==> config.mk <==
export PLATFORM = sky130hd
export DESIGN_NAME = mem_access_unit
export DESIGN_NICKNAME = d
export VERILOG_FILES = /design/src/rtl/mem_access_unit.sv
export SDC_FILE = /design/constraint.sdc
export NUM_CORES = 1
export LEC_CHECK = 0
export CAP_MARGIN = 25
export CORE_AREA = 3 3 179 181
export DETAILED_ROUTE_END_ITERATION = 12
export DIE_AREA = 0 0 182 184
export DONT_BUFFER_PORTS = 1
export GPL_TIMING_DRIVEN = 1
export SLEW_MARGIN = 40
export SYNTH_ARGS = -nofsm -noshare
export SYNTH_HDL_FRONTEND = slang
export SYNTH_SLANG_ARGS = --single-unit
==> constraint.sdc <==
create_clock -name clk -period 3.1 [get_ports clk]
set_clock_uncertainty 0.2 [all_clocks]
set_input_delay 0 -clock clk [delete_from_list [all_inputs] [get_ports clk]]
set_output_delay 0 -clock clk [all_outputs]
set_load 0.02 [all_outputs]
==> src/rtl/mem_access_unit.sv <==
`default_nettype none
// ============================================================================
//  Module      : mem_access_unit
//  Description : Memory-stage access unit. Accepts one instruction at a time,
//                issues a single aligned bus transaction for loads/stores
//                (byte-lane formatted), checks alignment, bus errors and a
//                ready timeout, and presents a one-cycle write-back pulse.
//  Revision    : 1.0  initial release
// ============================================================================
module mem_access_unit #(
   parameter int XLEN    = 64,
   parameter int TIMEOUT = 255
) (
   input  logic              clk,
   input  logic              rst_n,
   input  logic              in_valid,
   output logic              in_ready,
   input  logic              me_mem_rena,
   input  logic              me_mem_wena,
   input  logic [1:0]        me_size,
   input  logic              me_unsigned,
   input  logic [XLEN-1:0]   me_alu_result,
   input  logic [XLEN-1:0]   me_new_rs2_data,
   output logic              mem_valid,
   input  logic              mem_ready,
   output logic              mem_req,
   output logic [XLEN-1:0]   mem_addr,
   output logic [XLEN-1:0]   mem_wdata,
   output logic [XLEN/8-1:0] mem_wstrb,
   output logic [1:0]        mem_size,
   input  logic [XLEN-1:0]   mem_rdata,
   input  logic [1:0]        mem_resp,
   output logic              wb_valid,
   output logic [XLEN-1:0]   wb_data,
   output logic              wb_fault,
   output logic              stall_req
);

   localparam int STRB_W = XLEN / 8;
   localparam int OFF_W  = $clog2(STRB_W);
   localparam int CNT_W  = (TIMEOUT < 2) ? 1 : $clog2(TIMEOUT + 1);
   // Counter value in the last BUSY cycle before a timeout fires
   localparam logic [CNT_W-1:0] TO_LAST = CNT_W'((TIMEOUT == 0) ? 0 : TIMEOUT - 1);

   typedef enum logic [1:0] {
      S_IDLE = 2'd0,
      S_BUSY = 2'd1,
      S_DONE = 2'd2
   } state_t;

   state_t              state_q, state_d;
   logic [CNT_W-1:0]    cnt_q, cnt_d;
   logic [XLEN-1:0]     addr_q, addr_d;
   logic [1:0]          size_q, size_d;
   logic                unsigned_q, unsigned_d;
   logic                write_q, write_d;
   logic [XLEN-1:0]     wdata_q, wdata_d;
   logic [STRB_W-1:0]   wstrb_q, wstrb_d;
   logic [XLEN-1:0]     wb_data_q, wb_data_d;
   logic                wb_fault_q, wb_fault_d;

   logic                mem_op;
   logic                misaligned;
   logic [OFF_W-1:0]    in_off;
   logic [STRB_W-1:0]   strb_base;
   logic [STRB_W-1:0]   req_strb;
   logic [XLEN-1:0]     req_wdata;

   logic [OFF_W-1:0]    ld_off;
   logic [XLEN-1:0]     ld_shift;
   logic [XLEN-1:0]     ld_left;
   logic [6:0]          ld_sh;
   logic [XLEN-1:0]     ld_data;

   // Decode the incoming request: alignment, byte strobes and lane-shifted store data
   always_comb begin
      mem_op     = me_mem_rena | me_mem_wena;
      in_off     = me_alu_result[OFF_W-1:0];
      misaligned = 1'b0;
      strb_base  = '0;
      case (me_size)
         2'd0: begin
            misaligned   = 1'b0;
            strb_base[0] = 1'b1;
         end
         2'd1: begin
            misaligned     = me_alu_result[0];
            strb_base[1:0] = 2'b11;
         end
         2'd2: begin
            misaligned     = |me_alu_result[1:0];
            strb_base[3:0] = 4'hF;
         end
         default: begin
            // A doubleword cannot be carried on a 32-bit bus
            misaligned = (XLEN == 32) || (|me_alu_result[2:0]);
            strb_base  = '1;
         end
      endcase
      req_strb  = strb_base << in_off;
      req_wdata = me_new_rs2_data << {in_off, 3'b000};
   end

   // Pull the addressed lane out of the returned word and sign/zero-extend it
   always_comb begin
      ld_off   = addr_q[OFF_W-1:0];
      ld_shift = mem_rdata >> {ld_off, 3'b000};
      case (size_q)
         2'd0:    ld_sh = 7'(XLEN - 8);
         2'd1:    ld_sh = 7'(XLEN - 16);
         2'd2:    ld_sh = 7'(XLEN - 32);
         default: ld_sh = 7'd0;
      endcase
      // Move the field to the top, then shift it back down logically or arithmetically
      ld_left = ld_shift << ld_sh;
      if (unsigned_q) begin
         ld_data = ld_left >> ld_sh;
      end else begin
         ld_data = XLEN'($signed(ld_left) >>> ld_sh);
      end
   end

   // Next-state, latched-request and write-back result logic
   always_comb begin
      state_d    = state_q;
      cnt_d      = cnt_q;
      addr_d     = addr_q;
      size_d     = size_q;
      unsigned_d = unsigned_q;
      write_d    = write_q;
      wdata_d    = wdata_q;
      wstrb_d    = wstrb_q;
      wb_data_d  = wb_data_q;
      wb_fault_d = wb_fault_q;
      case (state_q)
         S_IDLE: begin
            if (in_valid) begin
               if (!mem_op) begin
                  state_d    = S_DONE;
                  wb_data_d  = me_alu_result;
                  wb_fault_d = 1'b0;
               end else if (misaligned) begin
                  state_d    = S_DONE;
                  wb_data_d  = '0;
                  wb_fault_d = 1'b1;
               end else begin
                  state_d    = S_BUSY;
                  cnt_d      = '0;
                  addr_d     = me_alu_result;
                  size_d     = me_size;
                  unsigned_d = me_unsigned;
                  // A request with both enables set is a store
                  write_d    = me_mem_wena;
                  wdata_d    = req_wdata;
                  wstrb_d    = me_mem_wena ? req_strb : '0;
               end
            end
         end
         S_BUSY: begin
            // The handshake is checked first so it wins over a coincident timeout
            if (mem_ready) begin
               state_d    = S_DONE;
               cnt_d      = '0;
               wb_fault_d = (mem_resp != 2'd0);
               wb_data_d  = ((mem_resp != 2'd0) || write_q) ? '0 : ld_data;
            end else if ((TIMEOUT != 0) && (cnt_q == TO_LAST)) begin
               state_d    = S_DONE;
               cnt_d      = '0;
               wb_fault_d = 1'b1;
               wb_data_d  = '0;
            end else begin
               cnt_d = cnt_q + CNT_W'(1);
            end
         end
         S_DONE: begin
            state_d = S_IDLE;
         end
         default: begin
            state_d = S_IDLE;
         end
      endcase
   end

   // State and datapath registers with asynchronous clear
   always_ff @(posedge clk or negedge rst_n) begin
      if (!rst_n) begin
         state_q    <= S_IDLE;
         cnt_q      <= '0;
         addr_q     <= '0;
         size_q     <= '0;
         unsigned_q <= 1'b0;
         write_q    <= 1'b0;
         wdata_q    <= '0;
         wstrb_q    <= '0;
         wb_data_q  <= '0;
         wb_fault_q <= 1'b0;
      end else begin
         state_q    <= state_d;
         cnt_q      <= cnt_d;
         addr_q     <= addr_d;
         size_q     <= size_d;
         unsigned_q <= unsigned_d;
         write_q    <= write_d;
         wdata_q    <= wdata_d;
         wstrb_q    <= wstrb_d;
         wb_data_q  <= wb_data_d;
         wb_fault_q <= wb_fault_d;
      end
   end

   assign in_ready  = (state_q == S_IDLE);
   assign mem_valid = (state_q == S_BUSY);
   assign mem_req   = write_q;
   assign mem_addr  = addr_q;
   assign mem_wdata = wdata_q;
   assign mem_wstrb = wstrb_q;
   assign mem_size  = size_q;
   assign wb_valid  = (state_q == S_DONE);
   assign wb_data   = wb_data_q;
   assign wb_fault  = wb_fault_q;
   assign stall_req = (state_q == S_BUSY) ||
                      ((state_q == S_IDLE) && in_valid && mem_op && !misaligned);

endmodule
`default_nettype wire
; After elaboration in Yosys (flattened, before gate mapping)
; Index checks and enable logic that the tools add are counted.
[word_totals]
register_bits = 215
input_bits = 203
output_inout_bits = 208
word_cells = 82
[classes]
n_addsub = 1
n_eq_ne = 12
shift = 6
n_mux = 32
bitwise_logic = 2
n_reduce_logical = 19
[ops]
columns = operator, n
row1 = $mux W64, 7
row2 = $pmux W64 S2, 1
row3 = $shl A64 B6 Y64, 1
row4 = $shl A64 B7 Y64, 1
row5 = $shr A64 B6 Y64, 1
row6 = $shr A64 B7 Y64, 1
row7 = $sshr A64 B7 Y64, 1
row8 = $mux W8, 6
row9 = $pmux W6 S3, 1
row10 = $pmux W8 S2, 1
row11 = $mux W2, 6
row12 = $reduce_and A4 Y1, 3
row13 = $add A8 B1 Y8 const B, 1
row14 = $eq A8 B8 Y1 const B, 1
row15 = $shl A8 B3 Y8, 1
row16 = $eq A2 B1 Y1 const B, 3
row17 = $eq A2 B2 Y1 const B, 3
row18 = $logic_not A2 Y1, 3
row19 = $mux W1, 6
row20 = $reduce_or A3 Y1, 2
row21 = $mux W4, 1
row22 = $ne A2 B2 Y1 const B, 2
row23 = $pmux W2 S2, 1
row24 = $reduce_bool A2 Y1, 2
row25 = other kinds (12), 16

; Depth between registers and ports, before layout
[logic_depth]
word_depth = 8
depth_mapped = 11
mapped_depth_nobuf = 8

; Worst setup path before layout
; OpenSTA, ideal clock, no wires.
[synth_timing]
kind = register to register
start = register addr_q[0] (netlist: mem_addr[0])
end = register wb_data_q[38] (netlist: wb_data[38])
setup_ps = 77
arrival_ps = 2359
required_ps = 2823
slack_ps = 464
path_stages_with_launch = 9
n_path_buf = 3
synth_period_minus_slack_ps = 2636
cell_sequence = dfrtp_1 -> buf_6 -> mux2i_1 -> mux4_2 -> and2_4 -> or4b_1 -> buf_2 -> buf_6 -> a21oi_1
[synth_via]
elab_chain_len = 7
elab_cells_between_ends = 8
cone_classes = shift: 4 / mux: 4
[synth_rtl]
columns = element, line
row1 = start: declaration, 53  ; logic [XLEN-1:0] addr_q, addr_d;
row2 = start signal: assignment, 200  ; addr_q <= addr_d;
row3 = $shr A64 B6 Y64 (*), 107  ; ld_shift = mem_rdata >> {ld_off, 3'b000};
row4 = $shl A64 B7 Y64 (*), 115  ; ld_left = ld_shift << ld_sh;
row5 = $sshr A64 B7 Y64 or $shr A64 B7 Y64 (tied branches), "119, 117"
row6 = $mux W64 (*), 116  ; if (unsigned_q) begin
row7 = $mux W64 (*), 165  ; wb_data_d = ((mem_resp != 2'd0) || write_q) ? '0 : ld_data;
row8 = $mux W64 (*), 161  ; if (mem_ready) begin
row9 = $pmux W64 S2 (*), 135  ; case (state_q)
row10 = end signal: assignment, 206  ; wb_data_q <= wb_data_d;
row11 = end: declaration, 59  ; logic [XLEN-1:0] wb_data_q, wb_data_d;
; Every way passes the cells marked *; elsewhere a longest branch is shown, timed or not.
; A chain may end at the register's enable or synchronous reset.

; Worst setup path in the final report
[layout_timing]
start = register addr_q[0] (netlist: mem_addr[0])
end = register wb_data_q[32] (netlist: wb_data[32])
; Same word-level chain as after synthesis.

==> flow_summary_export.csv <==
group,metric,value,unit
floorplanning,row_count,64,
timing,final_hold_viol_count,215,
setup_path,cp-end-kind,"flip-flop",
detailed_routing,via_per_inst,6.15,
timing,layout_min_cycle_time,3010,ps
place,gp_congestion,0.890,
floorplanning,start_util,39.8,%
clocking,insertion_delay,540,ps
outcome,violations,"negative hold slack",
timing,timing.hold.ws,-1040,ps
place,pre_cts_slack,113,ps
timing,worst_pin_slew,752,ps
place,hpwl,33.3,mm
hold_path,worst_hold_path_type,"primary input to async pin",
detailed_routing,drtAntennaViolNets,0,
synth,post_synth_instance_area,0.0122,mm^2
setup_path,crit_fanout,16,
synth,yosysSeqAreaShare,44.2,%
floorplanning,core,0.0306,mm^2
timing,fmax,332,MHz
detailed_routing,dr.pass1.iters,6,
global_routing,busiest_layer,"met2",
timing,drv_slew,0,
timing,setup_viol,0,
floorplanning,die_area,0.0335,mm^2
detailed_routing,wl,50.9,mm
layout,fin_nets,1772,
timing,tns,0,ps
setup_path,path_class,"flip-flop to flip-flop",
clocking,cts_buffer_depth,3,
global_routing,met2_usage,50.8,%
global_routing,grt_first_pass_wirelength,76.4,mm
detailed_routing,wire_per_inst,25.6,um
global_routing,grt_max_degree,216,
setup_path,cp-start-kind,"flip-flop",
clocking,cts_root_buffer,"clkbuf_16",
synth,synth_cell_types,60,
clocking,cts_htree_levels,1,
job,maxCapViolCount,0,
detailed_routing,drc,0,
floorplanning,pin_count,411,
place,place.port_buffers,0,
clocking,clkSinkCount,215,
detailed_routing,routed-via-count,12200,
synth,avgSynthCellArea,9.39,um^2
outcome,outcome,"finished with violations",
pwr,peakVddDrop,0.440,mV
setup_path,critPathMaxStageDelay,840,ps
synth,synth_edf_count,0,
floorplanning,die_h,184,um
synth,synth-seq-cells,215,
clocking,numCtsBuffers,26,
detailed_routing,first_iter_violations,1091,
synth,synth_fp_nets,1501,
synth,synthFlopType,"dfrtp_1",
floorplanning,fp.dieW,182,um
pwr,p_leak,7.21,nW
synth,async_flop_share,100,%
setup_path,cp.required,3370,ps
timing,maxSlewHeadroom,49.8,%
synth,ys_warn_count,0,
global_routing,antenna_found_initial,5,
pwr,power.density,834,mW/mm^2
layout,area_growth,38.0,%
clocking,path_clk_slew,60,ps
setup_path,arrival,3280,ps
setup_path,crit_path_cell_trace,"mux2i_1, mux4_2, and2_4, or4b_1, nand2_1, o22a_1",
layout,drive_gt1_share,13.7,%
synth,syn_inst,1296,
synth,synth_top_area_share,44.2,%
layout,n_fill_cell,2584,
global_routing,use_met3,7.72,%
synth,synth.largest_area_cell,"dfrtp_1",
clocking,cts_tree,"yes",
global_routing,grt_use_total,29.1,%
global_routing,use_met1,34.3,%
timing,worst_slack,89.5,ps
global_routing,grt_pass1_vias,12500,
synth,netlist_top_cells_area,"dfrtp_1 (44%), mux2_2 (8.1%), nand2_1 (7.0%)",
clocking,cts-hold-fix-buffers,310,
global_routing,grt_overflow_total,0,
timing,period_share,97.1,%
setup_path,slowest_stage,"or4b_1",
## layer usage
metal	up-vias	part of all wire [%]
met5	-	0.014
met4	2	4.6
met3	156	9.9
met2	765	49
met1	6047	36
li1	5243	-
## through the flow
stage          cell area (um^2)  instances  total power, mW  utilization (%)  hold WS, ps
6_report                  16800       1986             14.0             54.9        -1040
4_1_cts                   16700       1981             13.9             54.7        -1070
2_1_floorplan             12200       1296             8.58                -         -496
5_1_grt                   16800       1986             14.7             54.9        -1070
3_3_place_gp              12600       1624             9.75             41.3         -491
3_5_place_dp              12600       1624             9.84             41.3         -491
## cells by family (layout without fill, tap and decap cells)
logic type,after synthesis,count (layout),synth area share (%)
compound gates,335,335,17.6
xor+xnor,1,1,0.0720
fa+ha+maj,2,2,0.206
buf+inv,121,411,4.03
flops,215,215,44.2
mux,191,191,18.6
other cells,0,4,0
simple gates,431,431,15.3
## power breakdown
part | switching (mW) | internal (mW) | total [mW]
Sequential | 2.27 | 3.85 | 6.12
Clock | 1.27 | 1.98 | 3.24
Combinational | 2.42 | 2.22 | 4.64
## synthesized netlist by cell type (all sizes together) (5+ instances only)
master and instances:
dfrtp 215, clkbuf 75, o21ai 99, a21oi 70, a2bb2oi 6, o211ai 12
o31ai 28, a31oi 29, a221oi 15, nand3 24, or2 6, and2 11
a211oi 11, a32oi 11, mux4 19, o41ai 5, o21a 11, mux2 87
mux2i 85, o32ai 6, inv 11, nor3 7, nor2 105, and3 13
a221o 5, nor2b 16, nand2 227, buf 35
## area by class of cell
type | count | area [um^2] | area share (%)
Tap cell | 396 | 495 | 2.95
Inverter | 11 | 41.3 | 0.246
Clock inverter | 15 | 203 | 1.21
Sequential cell | 215 | 5390 | 32.1
Clock buffer | 32 | 713 | 4.25
Multi-Input combinational cell | 960 | 6340 | 37.8
Timing Repair Buffer | 353 | 3600 | 21.4
Antenna cell | 4 | 10.0 | 0.0596
## path summary, 6_finish.rpt
check | depth (start not counted) | startpoint | end | slack, ps
min in group clk | 2 | me_unsigned | unsigned_q | 10
max | 6 | mem_addr[0] | wb_data[32] | 90
min reg2reg | 1 | cnt_q[7] | cnt_q[7] | 280
max reg2reg | 6 | mem_addr[0] | wb_data[32] | 90
min | 0 | rst_n | mem_addr[58] | -1040
max in group asynchronous | 0 | rst_n | mem_addr[0] | 3430
## registers in the layout, summed over array words and instances (netlist names)
register,cells
mem_size,2
state_q,2
mem_wdata,64
mem_addr,64
wb_fault,1
wb_data,64
mem_req,1
cnt_q,8
mem_wstrb,8
unsigned_q,1
## worst max-delay path: cells and delay by family (launching register included)
kind	cells	cell delay, ps
AOI/OAI and AO/OA	1	160
DFF	1	580
and+or+nand+nor	3	1280
muxes	2	730
## cell usage in the layout (no fill, tap or decap), types with 4 or more instances in the layout
cell type	instances
o21ai_0	99
a32oi_1	11
o41ai_1	5
a221oi_1	15
a211o_1	4
mux2_2	87
inv_1	10
a2bb2oi_1	6
mux2i_1	85
o31ai_1	28
o32ai_1	6
a21oi_1	70
o211ai_1	12
buf_4	31
dfrtp_1	213
and2_1	8
clkbuf_8	4
o22ai_1	4
bufinv_16	4
buf_12	10
o21a_1	11
a221o_1	5
nand2_1	226
nor3_1	4
a31oi_1	29
mux4_2	19
nor2b_1	16
clkbuf_16	26
o22a_1	4
nand3_1	24
and3_1	13
dlygate4sd3_1	306
nor2_1	104
clkinv_2	6
diode_2	4
or2_2	5
a211oi_1	10
## timing repair
item                                   in CTS  in global routing
buffers inserted                            0                  1
gates resized for setup                     0                 11
setup endpoints to repair                   0                 10
endpoints found under the hold margin     430                215
Note: power is estimated with default switching activity, not from simulation.
